File: config.mk
export PLATFORM = sky130hd
export DESIGN_NAME = spi_slave_flat
export DESIGN_NICKNAME = d
export VERILOG_FILES = /design/src/rtl/spi_pkg.sv /design/src/rtl/spi_slave_if.sv /design/src/rtl/spi_sync.sv /design/src/rtl/spi_slave.sv /design/src/flat_wrapper.sv
export SDC_FILE = /design/constraint.sdc
export NUM_CORES = 1
export LEC_CHECK = 0
export CORE_UTILIZATION = 50
export CTS_CLUSTER_DIAMETER = 120
export CTS_CLUSTER_SIZE = 28
export DETAILED_ROUTE_END_ITERATION = 8
export PLACE_DENSITY = 0.83
export SYNTH_ARGS = -nofsm -noshare
export SYNTH_HDL_FRONTEND = slang
export SYNTH_SLANG_ARGS = --single-unit
File: constraint.sdc
create_clock -name clk -period 1.65 [get_ports clk]
set_input_delay 0.495 -clock clk [delete_from_list [all_inputs] [get_ports clk]]
set_output_delay 0.495 -clock clk [all_outputs]
set_load 0.03 [all_outputs]
File: src/rtl/spi_pkg.sv
// Shared types and constants for the SPI slave: FSM state encoding,
// the SPI mode the slave implements and the default word length.
package spi_pkg;

    typedef enum logic {
        IDLE   = 1'b0,
        ACTIVE = 1'b1
    } spi_state_e;

    // Mode 0: sclk idles low, data sampled on the rising edge
    localparam bit SPI_CPOL = 1'b0;
    localparam bit SPI_CPHA = 1'b0;

    localparam int DEFAULT_DATA_WIDTH = 8;

endpackage

File: src/rtl/spi_slave_if.sv
// Bundles the serial pins and the parallel TX/RX side of the SPI slave.
interface spi_slave_if #(
    parameter int DATA_WIDTH = spi_pkg::DEFAULT_DATA_WIDTH
);
    logic                  sclk;
    logic                  cs_n;
    logic                  mosi;
    logic                  miso;
    logic                  miso_oe;
    logic [DATA_WIDTH-1:0] tx_data;
    logic                  tx_valid;
    logic                  tx_ready;
    logic [DATA_WIDTH-1:0] rx_data;
    logic                  rx_valid;
    logic                  tx_underrun;
    logic                  busy;

    modport slave (
        input  sclk, cs_n, mosi, tx_data, tx_valid,
        output miso, miso_oe, tx_ready, rx_data, rx_valid, tx_underrun, busy
    );

    modport master (
        output sclk, cs_n, mosi, tx_data, tx_valid,
        input  miso, miso_oe, tx_ready, rx_data, rx_valid, tx_underrun, busy
    );
endinterface

File: src/rtl/spi_sync.sv
// Single-bit synchronizer with rising/falling edge detection. The edge
// flop compares the last synchronizer stage against one more delayed copy.
module spi_sync #(
    parameter int   STAGES    = 2,
    parameter logic RESET_VAL = 1'b0
) (
    input  logic clk,
    input  logic rst,
    input  logic d_i,
    output logic q_o,
    output logic rise_o,
    output logic fall_o
);
    logic [STAGES-1:0] sync_q;
    logic              prev_q;

    // Synchronizer chain plus the delayed copy used for edge detection
    always_ff @(posedge clk or negedge rst) begin
        if (!rst) begin
            sync_q <= {STAGES{RESET_VAL}};
            prev_q <= RESET_VAL;
        end else begin
            sync_q <= {sync_q[STAGES-2:0], d_i};
            prev_q <= sync_q[STAGES-1];
        end
    end

    assign q_o    = sync_q[STAGES-1];
    assign rise_o =  q_o & ~prev_q;
    assign fall_o = ~q_o &  prev_q;
endmodule

File: src/rtl/spi_slave.sv
// SPI mode-0 slave, fully synchronous to clk. sclk/cs_n/mosi are
// oversampled; a one-entry TX buffer feeds the transmit shift register
// at chip-select fall and at every word boundary.
module spi_slave
    import spi_pkg::*;
#(
    parameter int DATA_WIDTH  = DEFAULT_DATA_WIDTH,
    parameter int SYNC_STAGES = 2
) (
    input  logic        clk,
    input  logic        rst,
    spi_slave_if.slave  bus
);
    localparam int CNT_W = (DATA_WIDTH > 1) ? $clog2(DATA_WIDTH) : 1;
    localparam logic [CNT_W-1:0] CNT_LAST = CNT_W'(DATA_WIDTH - 1);

    logic sclk_s, sclk_rise, sclk_fall;
    logic cs_s, cs_rise, cs_fall;
    logic mosi_s, mosi_rise, mosi_fall;
    logic sample_edge, shift_edge;
    logic capture, load;
    logic unused_sync;

    spi_state_e            state_q, state_d;
    logic [CNT_W-1:0]      cnt_q, cnt_d;
    logic [DATA_WIDTH-1:0] rx_sh_q, rx_sh_d;
    logic [DATA_WIDTH-1:0] tx_sh_q, tx_sh_d;
    logic                  reload_q, reload_d;
    logic [DATA_WIDTH-1:0] buf_q, buf_d;
    logic                  buf_full_q, buf_full_d;
    logic [DATA_WIDTH-1:0] rx_data_q, rx_data_d;
    logic                  rx_valid_q, rx_valid_d;
    logic                  underrun_q, underrun_d;

    spi_sync #(.STAGES(SYNC_STAGES), .RESET_VAL(1'b0)) u_sync_sclk (
        .clk(clk), .rst(rst), .d_i(bus.sclk),
        .q_o(sclk_s), .rise_o(sclk_rise), .fall_o(sclk_fall)
    );
    spi_sync #(.STAGES(SYNC_STAGES), .RESET_VAL(1'b1)) u_sync_cs (
        .clk(clk), .rst(rst), .d_i(bus.cs_n),
        .q_o(cs_s), .rise_o(cs_rise), .fall_o(cs_fall)
    );
    spi_sync #(.STAGES(SYNC_STAGES), .RESET_VAL(1'b0)) u_sync_mosi (
        .clk(clk), .rst(rst), .d_i(bus.mosi),
        .q_o(mosi_s), .rise_o(mosi_rise), .fall_o(mosi_fall)
    );

    // Only edges of sclk/cs_n and the level of mosi are needed
    assign unused_sync = &{1'b0, sclk_s, cs_s, mosi_rise, mosi_fall};

    assign sample_edge = (SPI_CPOL ^ SPI_CPHA) ? sclk_fall : sclk_rise;
    assign shift_edge  = (SPI_CPOL ^ SPI_CPHA) ? sclk_rise : sclk_fall;
    assign capture     = bus.tx_valid & ~buf_full_q;

    // Next-state logic: FSM, bit counter, shift registers and TX buffer
    always_comb begin
        state_d    = state_q;
        cnt_d      = cnt_q;
        rx_sh_d    = rx_sh_q;
        tx_sh_d    = tx_sh_q;
        reload_d   = reload_q;
        buf_d      = buf_q;
        buf_full_d = buf_full_q;
        rx_data_d  = rx_data_q;
        rx_valid_d = 1'b0;
        underrun_d = 1'b0;
        load       = 1'b0;

        case (state_q)
            IDLE: begin
                if (cs_fall) begin
                    state_d  = ACTIVE;
                    load     = 1'b1;
                    cnt_d    = '0;
                    reload_d = 1'b0;
                    rx_sh_d  = '0;
                end
            end
            ACTIVE: begin
                // Word completion is evaluated before a simultaneous deselect
                if (sample_edge) begin
                    rx_sh_d = {rx_sh_q[DATA_WIDTH-2:0], mosi_s};
                    if (cnt_q == CNT_LAST) begin
                        cnt_d      = '0;
                        reload_d   = 1'b1;
                        rx_data_d  = rx_sh_d;
                        rx_valid_d = 1'b1;
                    end else begin
                        cnt_d = cnt_q + 1'b1;
                    end
                end
                if (cs_rise) begin
                    state_d  = IDLE;
                    cnt_d    = '0;
                    reload_d = 1'b0;
                    rx_sh_d  = '0;
                end else if (shift_edge) begin
                    if (reload_q) begin
                        load     = 1'b1;
                        reload_d = 1'b0;
                    end else begin
                        tx_sh_d = {tx_sh_q[DATA_WIDTH-2:0], 1'b0};
                    end
                end
            end
            default: state_d = IDLE;
        endcase

        // A load always sees the buffer as it was at the start of the cycle
        if (load) begin
            tx_sh_d    = buf_full_q ? buf_q : '0;
            underrun_d = ~buf_full_q;
        end
        if (capture) begin
            buf_d      = bus.tx_data;
            buf_full_d = 1'b1;
        end else if (load) begin
            buf_full_d = 1'b0;
        end
    end

    // State and datapath registers
    always_ff @(posedge clk or negedge rst) begin
        if (!rst) begin
            state_q    <= IDLE;
            cnt_q      <= '0;
            rx_sh_q    <= '0;
            tx_sh_q    <= '0;
            reload_q   <= 1'b0;
            buf_q      <= '0;
            buf_full_q <= 1'b0;
            rx_data_q  <= '0;
            rx_valid_q <= 1'b0;
            underrun_q <= 1'b0;
        end else begin
            state_q    <= state_d;
            cnt_q      <= cnt_d;
            rx_sh_q    <= rx_sh_d;
            tx_sh_q    <= tx_sh_d;
            reload_q   <= reload_d;
            buf_q      <= buf_d;
            buf_full_q <= buf_full_d;
            rx_data_q  <= rx_data_d;
            rx_valid_q <= rx_valid_d;
            underrun_q <= underrun_d;
        end
    end

    assign bus.busy        = (state_q == ACTIVE);
    assign bus.miso_oe     = (state_q == ACTIVE);
    assign bus.miso        = (state_q == ACTIVE) & tx_sh_q[DATA_WIDTH-1];
    assign bus.tx_ready    = ~buf_full_q;
    assign bus.rx_data     = rx_data_q;
    assign bus.rx_valid    = rx_valid_q;
    assign bus.tx_underrun = underrun_q;
endmodule

File: src/flat_wrapper.sv
// flat-port wrapper written by rule: the top's interface ports become plain ports
module spi_slave_flat import spi_pkg::*;
#(
    parameter int DATA_WIDTH  = DEFAULT_DATA_WIDTH,
    parameter int SYNC_STAGES = 2
)
  (clk, rst, bus_sclk, bus_cs_n, bus_mosi, bus_tx_data, bus_tx_valid, bus_miso, bus_miso_oe, bus_tx_ready, bus_rx_data, bus_rx_valid, bus_tx_underrun, bus_busy);
  spi_slave_if #(.DATA_WIDTH(DATA_WIDTH)) bus_i ();
  input  logic clk;
  input  logic rst;
  input wire logic [$bits(bus_i.sclk)-1:0] bus_sclk;
  input wire logic [$bits(bus_i.cs_n)-1:0] bus_cs_n;
  input wire logic [$bits(bus_i.mosi)-1:0] bus_mosi;
  input wire logic [$bits(bus_i.tx_data)-1:0] bus_tx_data;
  input wire logic [$bits(bus_i.tx_valid)-1:0] bus_tx_valid;
  output wire logic [$bits(bus_i.miso)-1:0] bus_miso;
  output wire logic [$bits(bus_i.miso_oe)-1:0] bus_miso_oe;
  output wire logic [$bits(bus_i.tx_ready)-1:0] bus_tx_ready;
  output wire logic [$bits(bus_i.rx_data)-1:0] bus_rx_data;
  output wire logic [$bits(bus_i.rx_valid)-1:0] bus_rx_valid;
  output wire logic [$bits(bus_i.tx_underrun)-1:0] bus_tx_underrun;
  output wire logic [$bits(bus_i.busy)-1:0] bus_busy;
  assign bus_i.sclk = bus_sclk;
  assign bus_i.cs_n = bus_cs_n;
  assign bus_i.mosi = bus_mosi;
  assign bus_i.tx_data = bus_tx_data;
  assign bus_i.tx_valid = bus_tx_valid;
  assign bus_miso = bus_i.miso;
  assign bus_miso_oe = bus_i.miso_oe;
  assign bus_tx_ready = bus_i.tx_ready;
  assign bus_rx_data = bus_i.rx_data;
  assign bus_rx_valid = bus_i.rx_valid;
  assign bus_tx_underrun = bus_i.tx_underrun;
  assign bus_busy = bus_i.busy;
  spi_slave #(.DATA_WIDTH(DATA_WIDTH), .SYNC_STAGES(SYNC_STAGES)) u_core (.clk(clk), .rst(rst), .bus(bus_i));
endmodule
==> flow_summary.toml <==
[timing]
setup_viol = 0
grt_setup_unrepaired = "no"
slew_headroom = 0.771
holdWs_ps = 94.6
clock_skew_ps = 3.81
min_period_ps = 1590
tightest_slew_ps = 343
hold_violations = 0
fin_crit_sh = 0.965
drv_slew = 0
max_freq_mhz = 628

[placed_design]
place_hpwl_um = 2540
gp_congestion = 0.729
io_buffers = 27
dp_cells = 240
place_area_mm2 = 0.00225

[global_routing]
grt_max_degree = 34
antenna_found_initial = 0
grt_pass1_vias = 1318
grt_overflow = 0
grt_util_met2 = 0.314
grt_util_met1 = 0.244
grt_pass1_wl_um = 5970
top_usage_layer = "met2"
met3_usage = 0.0500
grt_use_total = 0.193

[layout]
syn_to_final_growth_pct = 21.9
seq_area_mm2 = 0.00118
post-route-util = 0.639
fin_cells = 248
antenna_cells = 0
final_nets = 215
fin_area_mm2 = 0.00234
drive_above_1_share = 0.190
multiInputGateArea_um2 = 634
fillers = 285

[critical_path]
worstReg2RegEnd = "u_core.rx_sh_q[1]"
crit_required_ps = 1150
rr_startpoint = "u_core.u_sync_cs.prev_q"
start_kind = "flip-flop"
critPathBufInv = 1
path_max_fanout = 9
path_class = "flip-flop to output port"
worst_path_largest_cell_delay_ps = 480
worstSetupPathDepth = 2
r2r_cells = 4
worstPathCellList = "and2_1 -> buf_4"
r2r_slack_ps = 110
crit_family = "flip-flops"
cp.arrival_ps = 1100
slowest_stage = "dfrtp_2"
endpoint_kind = "output port"
crit_end = "bus_miso"
startpoint = "u_core.bus.busy"

[synthesis]
synth_top_area_cell = "dfrtp_1"
synth_area_leaders = "dfrtp_1 57%, mux2_2 5.3%, mux2i_1 4.7%"
synth_compound_area_frac = 0.0867
synth-async-reset-ratio = 1.00
synth_cells = 166
synth_edf_count = 0
yosys_warnings = 0
muxShareOfSynthArea = 0.108
ys.flop_type = "dfrtp_1"
synth_seq_cells = 47
seq_area_frac_synth = 0.615
synth_fp_nets = 182
syn_avg_cell_area_um2 = 11.6
yosys.area_share.xor_xnor = 0
yosys.area_share.simple = 0.123
synth_area_mm2 = 0.00192
synth_cell_type_count = 31
synth_top_family_by_area = "simple AND/OR/NAND/NOR gates"
yosys.area.top_type_share = 0.574
synthAdderAreaFrac = 0.0130

[detailed_routing]
vias_per_cell = 5.14
first_pass_iters = 4
drc = 0
postRouteAntennaNets = 0
wl_per_cell_um = 13.9
drt_iter0_drc = 49
routed_wl_um = 3450
vias = 1275

[clock_tree]
clock_sinks = 47
ctsResizeCount = 11
clk_pin_slew_ps = 80
cts_root_buffer = "clkbuf_8"
clockBufferDepth = 2
cts-hold-fix-buffers = 0
worstSkewPairLatency_ps = 290
cts_tree = "done"
cts_htree_levels = 2
numCtsBuffers = 5
post-cts-setup-buffers = 0

[power]
total_power_mw = 2.93
p_leak_nw = 1.11
powerDensity_mw_per_mm2 = 1250
ir_worst_vdd_v = 0.000779

[die]
dieHeight_um = 64.0
fp-row-count = 22
core_area_mm2 = 0.00366
die_x_um = 64.0
pin_count = 28
initial_core_util = 0.524
design.die.area_mm2 = 0.00409

[outcome]
outcome = "finished, final reports clean"

[flow_run]
maxCapViolations = 0

[hold_path]
hold_path_class = "input pin to async pin"
## flip-flops by register name, indices dropped and copies added (netlist names)
register	flops
u_core.bus.busy	1
u_core.bus.tx_underrun	1
u_core.u_sync_cs.prev_q	1
u_core.tx_sh_q	8
u_core.u_sync_mosi.sync_q	2
u_core.buf_q	8
u_core.bus.rx_data	8
u_core.cnt_q	3
u_core.rx_sh_q	7
u_core.bus.rx_valid	1
u_core.u_sync_sclk.prev_q	1
u_core.u_sync_sclk.sync_q	2
u_core.buf_full_q	1
u_core.reload_q	1
u_core.u_sync_cs.sync_q	2
## worst register-to-register path: cells and delay by family (launching register included)
kind	cells	cell delay, ps
AOI/OAI and AO/OA	1	160
buffers and inverters	1	220
DFF	1	560
muxes	1	230
and+or+nand+nor	1	290
## logic make-up (layout without fill, tap and decap cells)
kind of cell    Yosys count  after routing
compound gates           26             26
fa+ha+maj                 2              2
buf+inv                  23             57
flops                    47             47
mux                      19             19
simple gates             49             49
## layout make-up
| class | count | area share |
|---|---|---|
| well taps | 48 | 0.0257 |
| clock buffers | 8 | 0.0428 |
| multi-input cells | 96 | 0.271 |
| inverters | 15 | 0.0241 |
| repair buffers | 34 | 0.132 |
| flip-flops and latches | 47 | 0.505 |
## cells in the final DEF (no fill, tap or decap), types with 2 or more instances in the layout
cell,count
a21o_1,3
a31oi_1,7
and2_1,2
buf_4,10
clkbuf_8,7
clkdlybuf4s50_1,12
dfrtp_1,43
dfstp_2,3
dlygate4sd2_1,10
ha_1,2
inv_1,15
mux2_2,9
mux2i_1,9
nand2_1,21
nand3_1,12
nor2_1,8
o21ai_0,4
o21ai_1,6
## cell usage after synthesis, types with 2 or more instances
cell / count
nand3_1: 12
a21o_1: 3
dfrtp_1: 44
mux2i_1: 9
inv_1: 15
nand2_1: 21
clkbuf_1: 2
dfstp_2: 3
ha_1: 2
and2_1: 2
nor2_1: 8
o21ai_0: 4
buf_2: 3
o21ai_1: 6
buf_4: 2
mux2_2: 9
a31oi_1: 7
## worst min-delay path by stage
stage	end	slack, ps	cells past startpoint
global route	u_core.bus.rx_data[2]	110	1
CTS	u_core.u_sync_sclk.sync_q[0]	100	1
detailed placement	u_core.u_sync_mosi.sync_q[1]	350	0
floorplan	u_core.buf_full_q	200	0
finish	u_core.u_sync_mosi.sync_q[0]	90	1
global placement	u_core.u_sync_sclk.sync_q[1]	340	0
## layer usage
layer / share of wire / vias to the layer above
li1: - / 621
met1: 0.46 / 622
met2: 0.50 / 24
met3: 0.025 / 8
met4: 0.019 / 0
met5: 0 / -
## through the flow
stage	worst slack [ps]	TNS [ps]
after floorplan	42.2	0
after global placement	-41.0	-324
after detailed placement	-62.9	-462
after CTS	48.2	0
after global routing	7.72	0
final	57.8	0
## power by group
group	internal [mW]	switching, mW
Sequential	1.39	0.183
Combinational	0.319	0.293
Clock	0.382	0.358
Total	2.09	0.833
(Power assumes the default switching activity.)
